[config.mk]
export PLATFORM = sky130hd
export DESIGN_NAME = dh_shared_key
export DESIGN_NICKNAME = d
export VERILOG_FILES = /design/src/rtl/dh_shared_key.sv
export SDC_FILE = /design/constraint.sdc
export NUM_CORES = 2
export LEC_CHECK = 0
export ABC_CLOCK_PERIOD_IN_PS = 13300
export CORE_MARGIN = 4
export CORE_UTILIZATION = 60
export CTS_CLUSTER_DIAMETER = 200
export CTS_CLUSTER_SIZE = 14
export DETAILED_ROUTE_END_ITERATION = 8
export PLACE_DENSITY_LB_ADDON = 0.25
export SYNTH_ARGS = -nofsm -noshare
export SYNTH_HDL_FRONTEND = slang
export SYNTH_SLANG_ARGS = --single-unit
[constraint.sdc]
create_clock -name clk -period 13.3 [get_ports clk]
set_input_delay 3.325 -clock clk [delete_from_list [all_inputs] [get_ports clk]]
set_output_delay 3.325 -clock clk [all_outputs]
set_load 0.1 [all_outputs]
[src/rtl/dh_shared_key.sv]
// dh_shared_key: responder-side Diffie-Hellman shared key, K = peer_pub^priv_key mod modulus.
// Iterative, constant-time, left-to-right square-and-multiply. Every modular reduction
// is a restoring shift-subtract that produces one quotient bit per cycle.
// Optional build macro DH_PUBKEY_CHECK_EN: when defined, degenerate peer public values
// (0, 1, >= modulus, modulus-1) are rejected at accept with err=1.
module dh_shared_key #(
    parameter int WIDTH = 32
) (
    input  logic             clk,
    input  logic             rst,
    input  logic             in_valid,
    output logic             in_ready,
    input  logic [WIDTH-1:0] peer_pub,
    input  logic [WIDTH-1:0] priv_key,
    input  logic [WIDTH-1:0] modulus,
    output logic [WIDTH-1:0] key_out,
    output logic             key_valid,
    input  logic             out_ready,
    output logic             err,
    output logic             busy
);

    localparam int CW = $clog2(2 * WIDTH);
    localparam int BW = $clog2(WIDTH);
    localparam logic [WIDTH-1:0] ONE = {{(WIDTH - 1){1'b0}}, 1'b1};

    typedef enum logic [2:0] {IDLE, PRE, MUL, RED, DONE} state_t;

    state_t               state_reg;
    logic [2*WIDTH-1:0]   div_reg;      // dividend being shifted out MSB first
    logic [WIDTH-1:0]     rem_reg;      // running remainder, always < modulus
    logic [WIDTH-1:0]     mod_reg;
    logic [WIDTH-1:0]     exp_reg;      // exponent, current bit at MSB
    logic [WIDTH-1:0]     base_reg;
    logic [WIDTH-1:0]     acc_reg;
    logic [WIDTH-1:0]     key_reg;
    logic [CW-1:0]        cnt_reg;
    logic [BW-1:0]        bit_reg;      // exponent bits still to process, minus one
    logic                 phase_reg;    // 0: squaring modmul, 1: conditional multiply
    logic                 valid_reg;
    logic                 err_reg;
    logic                 err_pend_reg; // rejected operands: raise err one cycle after accept

    logic [WIDTH:0]       trial;
    logic [WIDTH-1:0]     rem_next;
    logic [WIDTH-1:0]     mul_b;
    logic [2*WIDTH-1:0]   product;
    logic                 reject;
    logic                 red_last;

    // One restoring reduction step: shift in the next dividend bit, subtract if it fits.
    // trial is one bit wider than the remainder so the pre-subtract value cannot overflow.
    always_comb begin
        trial    = {rem_reg, div_reg[2*WIDTH-1]};
        rem_next = WIDTH'((trial >= {1'b0, mod_reg}) ? (trial - {1'b0, mod_reg}) : trial);
    end

    // Multiplier operand: square first, then multiply by base or by 1 so both
    // exponent-bit values cost the same time.
    always_comb begin
        mul_b   = phase_reg ? (exp_reg[WIDTH-1] ? base_reg : ONE) : acc_reg;
        product = (2 * WIDTH)'(acc_reg) * (2 * WIDTH)'(mul_b);
    end

    // Operand screening at accept time.
    always_comb begin
`ifdef DH_PUBKEY_CHECK_EN
        reject = (modulus == '0) || (peer_pub < WIDTH'(2)) ||
                 (peer_pub >= modulus) || (peer_pub == modulus - ONE);
`else
        reject = (modulus == '0);
`endif
    end

    assign red_last  = (cnt_reg == CW'(2 * WIDTH - 1));
    assign in_ready  = (state_reg == IDLE);
    assign busy      = (state_reg == PRE) || (state_reg == MUL) || (state_reg == RED);
    assign key_out   = key_reg;
    assign key_valid = valid_reg;
    assign err       = err_reg;

    // Main sequencer: operand capture, base pre-reduction, modmul loop and output handshake.
    always_ff @(posedge clk or negedge rst) begin
        if (!rst) begin
            state_reg    <= IDLE;
            div_reg      <= '0;
            rem_reg      <= '0;
            mod_reg      <= '0;
            exp_reg      <= '0;
            base_reg     <= '0;
            acc_reg      <= '0;
            key_reg      <= '0;
            cnt_reg      <= '0;
            bit_reg      <= '0;
            phase_reg    <= 1'b0;
            valid_reg    <= 1'b0;
            err_reg      <= 1'b0;
            err_pend_reg <= 1'b0;
        end else begin
            case (state_reg)
                IDLE: begin
                    if (in_valid) begin
                        mod_reg   <= modulus;
                        exp_reg   <= priv_key;
                        div_reg   <= {{WIDTH{1'b0}}, peer_pub};
                        rem_reg   <= '0;
                        cnt_reg   <= '0;
                        bit_reg   <= BW'(WIDTH - 1);
                        phase_reg <= 1'b0;
                        if (reject) begin
                            err_pend_reg <= 1'b1;
                            state_reg    <= DONE;
                        end else begin
                            state_reg <= PRE;
                        end
                    end
                end
                PRE: begin
                    rem_reg <= rem_next;
                    div_reg <= div_reg << 1;
                    cnt_reg <= cnt_reg + CW'(1);
                    if (red_last) begin
                        base_reg  <= rem_next;
                        acc_reg   <= ONE;
                        state_reg <= MUL;
                    end
                end
                MUL: begin
                    div_reg   <= product;
                    rem_reg   <= '0;
                    cnt_reg   <= '0;
                    state_reg <= RED;
                end
                RED: begin
                    rem_reg <= rem_next;
                    div_reg <= div_reg << 1;
                    cnt_reg <= cnt_reg + CW'(1);
                    if (red_last) begin
                        acc_reg   <= rem_next;
                        phase_reg <= ~phase_reg;
                        state_reg <= MUL;
                        if (phase_reg) begin
                            exp_reg <= exp_reg << 1;
                            bit_reg <= bit_reg - BW'(1);
                            if (bit_reg == '0) begin
                                key_reg   <= rem_next;
                                valid_reg <= 1'b1;
                                err_reg   <= 1'b0;
                                state_reg <= DONE;
                            end
                        end
                    end
                end
                DONE: begin
                    if (err_pend_reg) begin
                        err_pend_reg <= 1'b0;
                        key_reg      <= '0;
                        valid_reg    <= 1'b1;
                        err_reg      <= 1'b1;
                    end else if (valid_reg && out_ready) begin
                        valid_reg <= 1'b0;
                        err_reg   <= 1'b0;
                        state_reg <= IDLE;
                    end
                end
                default: state_reg <= IDLE;
            endcase
        end
    end

endmodule

[Word level (Yosys, flattened, before mapping)]
Cells that the tools add are included.
Cells by class
  reduce and logical (&&, ||, !) cells: 22
  equality and inequality tests: 15
  magnitude comparators: 1
  add/subtract/negate cells: 3
  $mul: 1
  bitwise operators: 1
  multiplexer cells: 50
Operator list (count)
  2-to-1 mux 32 bit: 13
  case mux 32 bit (2 select lines): 3
  case mux 64 bit (3 select lines): 1
  case mux 32 bit (3 select lines): 1
  multiplier 32 x 32 -> 64 bit: 1
  2-to-1 mux 64 bit: 1
  greater-or-equal comparator 33 x 32 -> 1 bit: 1
  logical NOT 32 bit: 1
  subtractor 32 bit: 1
  2-to-1 mux 3 bit: 8
  case mux 6 bit (3 select lines): 1
  2-to-1 mux 5 bit: 3
  case mux 3 bit (5 select lines): 1
  AND reduction 5 bit: 3
  != test 2 bit (second input constant): 7
  2-to-1 mux 1 bit: 12
  case mux 5 bit (2 select lines): 1
  AND reduction 3 bit: 3
  case mux 1 bit (2 select lines): 4
  nonzero test 2 bit: 4
  adder 6 x 1 -> 6 bit (second input constant): 1
  == test 3 x 2 -> 1 bit (second input constant): 2
  == test 6 bit (second input constant): 1
  2-to-1 mux 6 bit: 1
  14 further kinds: 18
Storage, ports and cells
  bits of input ports: 100
  register bits: 274
  output and inout bits: 36
  logic and storage cells: 107

[Longest topological paths before layout]
  depth in word-level cells: 6
  gate-level depth with buffers: 34
  mapped depth without buffers: 29

[Worst setup path after synthesis]
OpenSTA, ideal clock, no wires.
  path type: reg2reg
  from: register phase_reg
  to: register div_reg[60]
  required time: 13.171 ns
  clock period less this slack: 8.220 ns
  setup time: 0.129 ns
  path buffers: 6
  setup slack: 5.080 ns
  arrival time: 8.091 ns
  cell stages (with the launch flop): 32
  cells stage by stage: dfrtp_1 clkbuf_1 clkbuf_1 clkbuf_1 o21a_1 clkbuf_1 clkbuf_1 nor2_1 fa_1 inv_1 fa_1 fa_1 fa_1 inv_1 fa_1 fa_1 fa_1 inv_1 fa_1 inv_1 ha_1 buf_4 a21oi_1 o21bai_2 a211oi_1 o21a_1 or3b_2 a2111oi_4 o21ai_1 o311ai_1 xnor2_1 o21ai_1
Between the ends
  cells in the longest elaborated chain, start to end: 3
Ends and longest elaborated chain
  start: declaration: RTL line 39  | logic phase_reg;
  start signal: assignment: RTL line 140  | phase_reg <= ~phase_reg;
  2-to-1 mux 32 bit: RTL line 61  | mul_b = phase_reg ? (exp_reg[WIDTH-1] ? base_reg : ONE) : acc_reg;
  multiplier 32 x 32 -> 64 bit: RTL line 62  | product = (2 * WIDTH)'(acc_reg) * (2 * WIDTH)'(mul_b);
  case mux 64 bit (3 select lines): RTL line 100  | case (state_reg)
  end signal: assignment: RTL line 105  | div_reg <= {{WIDTH{1'b0}}, peer_pub};
  end signal: assignment: RTL line 120  | div_reg <= div_reg << 1;
  end signal: assignment: RTL line 129  | div_reg <= product;
  end: declaration: RTL line 30  | logic [2*WIDTH-1:0] div_reg;
No other way between the ends.
A chain may end at the register's enable or synchronous reset.

[Final worst setup path]
  from: register acc_reg[18]
  to: register div_reg[63]
Between the ends
  cells in the longest elaborated chain, start to end: 3
Ends and longest elaborated chain
  start: declaration: RTL line 35  | logic [WIDTH-1:0] acc_reg;
  start signal: assignment: RTL line 139  | acc_reg <= rem_next;
  2-to-1 mux 32 bit: RTL line 61
  multiplier 32 x 32 -> 64 bit *: RTL line 62
  case mux 64 bit (3 select lines) *: RTL line 100
Every way passes the cells marked *; elsewhere a longest branch is shown, timed or not.

==> flow_summary.ini <==
[clocking]
root_buffer = clkbuf_16
clkTransAtPathRegs_ns = 0.07
clock_sinks = 274
cts_hold_buf = 0
cts_tree = built
cts_resized = 0
htreeDepth = 1
post_cts_buffers = 0
cts_max_path_buffers = 3
cts_made_buffers = 23
insertion_delay_ns = 0.55

[routing]
post_drt_via_cell_ratio = 5.93
drt-initial-drc-count = 3246
dr.pass1.iters = 6
antenna_left = 0
routed_wl_um = 138000
via_count = 36592
remaining_drc_errors = 0
wire_per_inst_um = 22.4

[die]
ios = 136
start_util = 0.607
rows = 101
core_mm2 = 0.0762
die-area_mm2 = 0.0816
dieWidth_um = 286
die_h_um = 286

[sta]
rsz0062_at_grt = no
maxSlewHeadroom = 0.161
setup_ws_ns = 3.79
hold_ws_ns = 0.481
slew_viol_final = 0
fmax_mhz = 105
hold_violations = 0
finalWorstPathRequiredPeriod_ns = 9.51
tightestPinTransition_ns = 1.26
clock-skew-final_ns = 0.0293
period_share = 0.715
setup_viol = 0
finalSetupTns_ns = 0

[grt]
grt_first_pass_wirelength_um = 220000
grt_pass1_vias = 38543
antenna_found_initial = 4
grt_overflow = 0
globalRouteTotalUtil = 0.348
grt_max_degree = 130

[synthesis]
synth_commonest_cells = 921 x inv_1, 897 x fa_1, 682 x nand2_1
ys_seq_elements = 274
synth_edf_count = 0
synth_cells = 5180
yosysSeqAreaShare = 0.148
syn_avg_cell_area_um2 = 8.93
synthTopCellsByArea = fa_1 39%, dfrtp_1 15%, ha_1 8.0%
synth.yosys.warnings = 0
synth_ff_type = dfrtp_1
yosys.cell_types.count = 87
syn_nets = 6474
synth.most_common_cell = inv_1
yosysTopAreaCell = fa_1
synth_area_mm2 = 0.0463
synth.top_cell.area_share = 0.388
async_flop_share = 1.00

[layout]
stdcell_count = 6166
fin_nets = 6421
largest_reg_flops = 64
fin_util = 0.645
drive_gt1_frac = 0.0384
area_growth_syn_to_layout_pct = 6.22
fin_area_mm2 = 0.0492

[power_and_ir_drop]
p_leak_nw = 23.8
fin_total_pwr_mw = 4.01
p_int_mw = 2.17
p_per_area_mw_per_mm2 = 81.6
pwr-share-clk = 0.154
pwr-share-seq = 0.308
ir_drop_mv = 0.144
switching_share = 0.459
pwr-share-comb = 0.538
p_sw_mw = 1.84

[setup_path]
critPathMaxFanout = 29
critPathArrivalTime_ns = 9.91
critPathKind = flop to flop
worstPathRequired_ns = 13.70
startpoint_type = flop
end_kind = flop

[place]
portBuffers = 135
place.gp.congestion = 1.00
place_ws_ns = 4.01
placedCellCount = 6132
place_area_mm2 = 0.0485
dp_hpwl_um = 106000

[worst_hold_path]
hp-class = flop to flop

[status]
status = finished, final reports clean

[run]
cap_violations = 0
## routing by layer
| metal | track usage | vias to the layer above | part of all wire |
|---|---|---|---|
| met5 | 0 | - | 0 |
| met4 | 0.139 | 0 | 0.051 |
| met3 | 0.0750 | 350 | 0.10 |
| met2 | 0.541 | 1906 | 0.45 |
| met1 | 0.481 | 18525 | 0.39 |
| li1 | - | 15811 | - |
## path summary, 6_finish.rpt
check                      cells past startpoint                      end  slack (ns)               startpoint
hold reg to reg                                2   key_out[3]$_DFFE_PN0P_        0.48   key_out[3]$_DFFE_PN0P_
min in group asynchronous                      1  mod_reg[30]$_DFFE_PN0P_        2.82                      rst
hold / removal                                 2   key_out[3]$_DFFE_PN0P_        0.48   key_out[3]$_DFFE_PN0P_
setup reg to reg                              25  div_reg[63]$_DFFE_PN0P_        3.79  acc_reg[18]$_DFFE_PN0P_
max in group asynchronous                      3    phase_reg$_DFFE_PN0P_        8.03                      rst
setup / recovery                              25  div_reg[63]$_DFFE_PN0P_        3.79  acc_reg[18]$_DFFE_PN0P_
## final cells by class
cell class              count  area (µm²)
inverters                 934        3510
diodes                      7        17.5
multi-input cells        3663       34800
fillers                  6407       27000
flip-flops and latches    274        6860
clock buffers              26         587
clock inverters             1        8.76
well taps                1030        1290
repair buffers            231        2080
## cell usage in the layout (no fill, tap or decap), types with 16 or more instances in the layout
cell type	count
a21o_1	65
a21oi_1	178
a22o_1	23
a22oi_1	35
a31oi_1	16
and2_1	220
buf_4	96
clkbuf_16	23
clkdlybuf4s50_1	134
dfrtp_1	271
fa_1	897
ha_1	297
inv_1	921
mux2i_1	42
nand2_1	682
nand2b_1	21
nand3_1	30
nand4_1	31
nor2_1	484
nor2b_1	44
nor3_1	23
o21a_1	26
o21ai_0	208
o21ai_1	32
o21ai_2	19
o21bai_1	18
xnor2_1	54
xor2_1	32
## cell families after synthesis
kind of cell / after synthesis / synth area share
XOR/XNOR: 86 / 0.0163
AND/OR/NAND/NOR: 1591 / 0.151
flip-flops: 274 / 0.148
AO/OA/AOI/OAI: 737 / 0.101
multiplexers: 55 / 0.0127
buffers and inverters: 1243 / 0.102
adder cells (fa/ha/maj): 1194 / 0.468
## power by group through the flow
stage,clock (mW),sequential (mW),combinational [mW]
2_1_floorplan,0,1.20,1.51
3_3_place_gp,0,1.24,2.08
3_5_place_dp,0,1.25,2.11
4_1_cts,0.625,1.23,2.12
5_1_grt,0.654,1.26,2.36
6_report,0.618,1.24,2.16
## worst max-delay path: stages, from the launching register on
cell	delay, ns
dfrtp_1	0.35
clkinv_1	0.80
o21ai_2	0.62
buf_4	0.41
nand2_1	0.13
fa_1	0.55
fa_1	0.55
inv_1	0.06
fa_1	0.48
fa_1	0.69
fa_1	0.47
fa_1	0.48
fa_1	0.54
inv_1	0.06
fa_1	0.48
inv_1	0.05
ha_1	0.40
nand4_1	0.17
nor2_1	0.35
nand4_1	0.25
nor3_1	0.25
a21oi_2	0.14
a2111oi_0	0.62
o22ai_1	0.18
xnor2_1	0.16
o21ai_0	0.08
(Power assumes the default switching activity.)
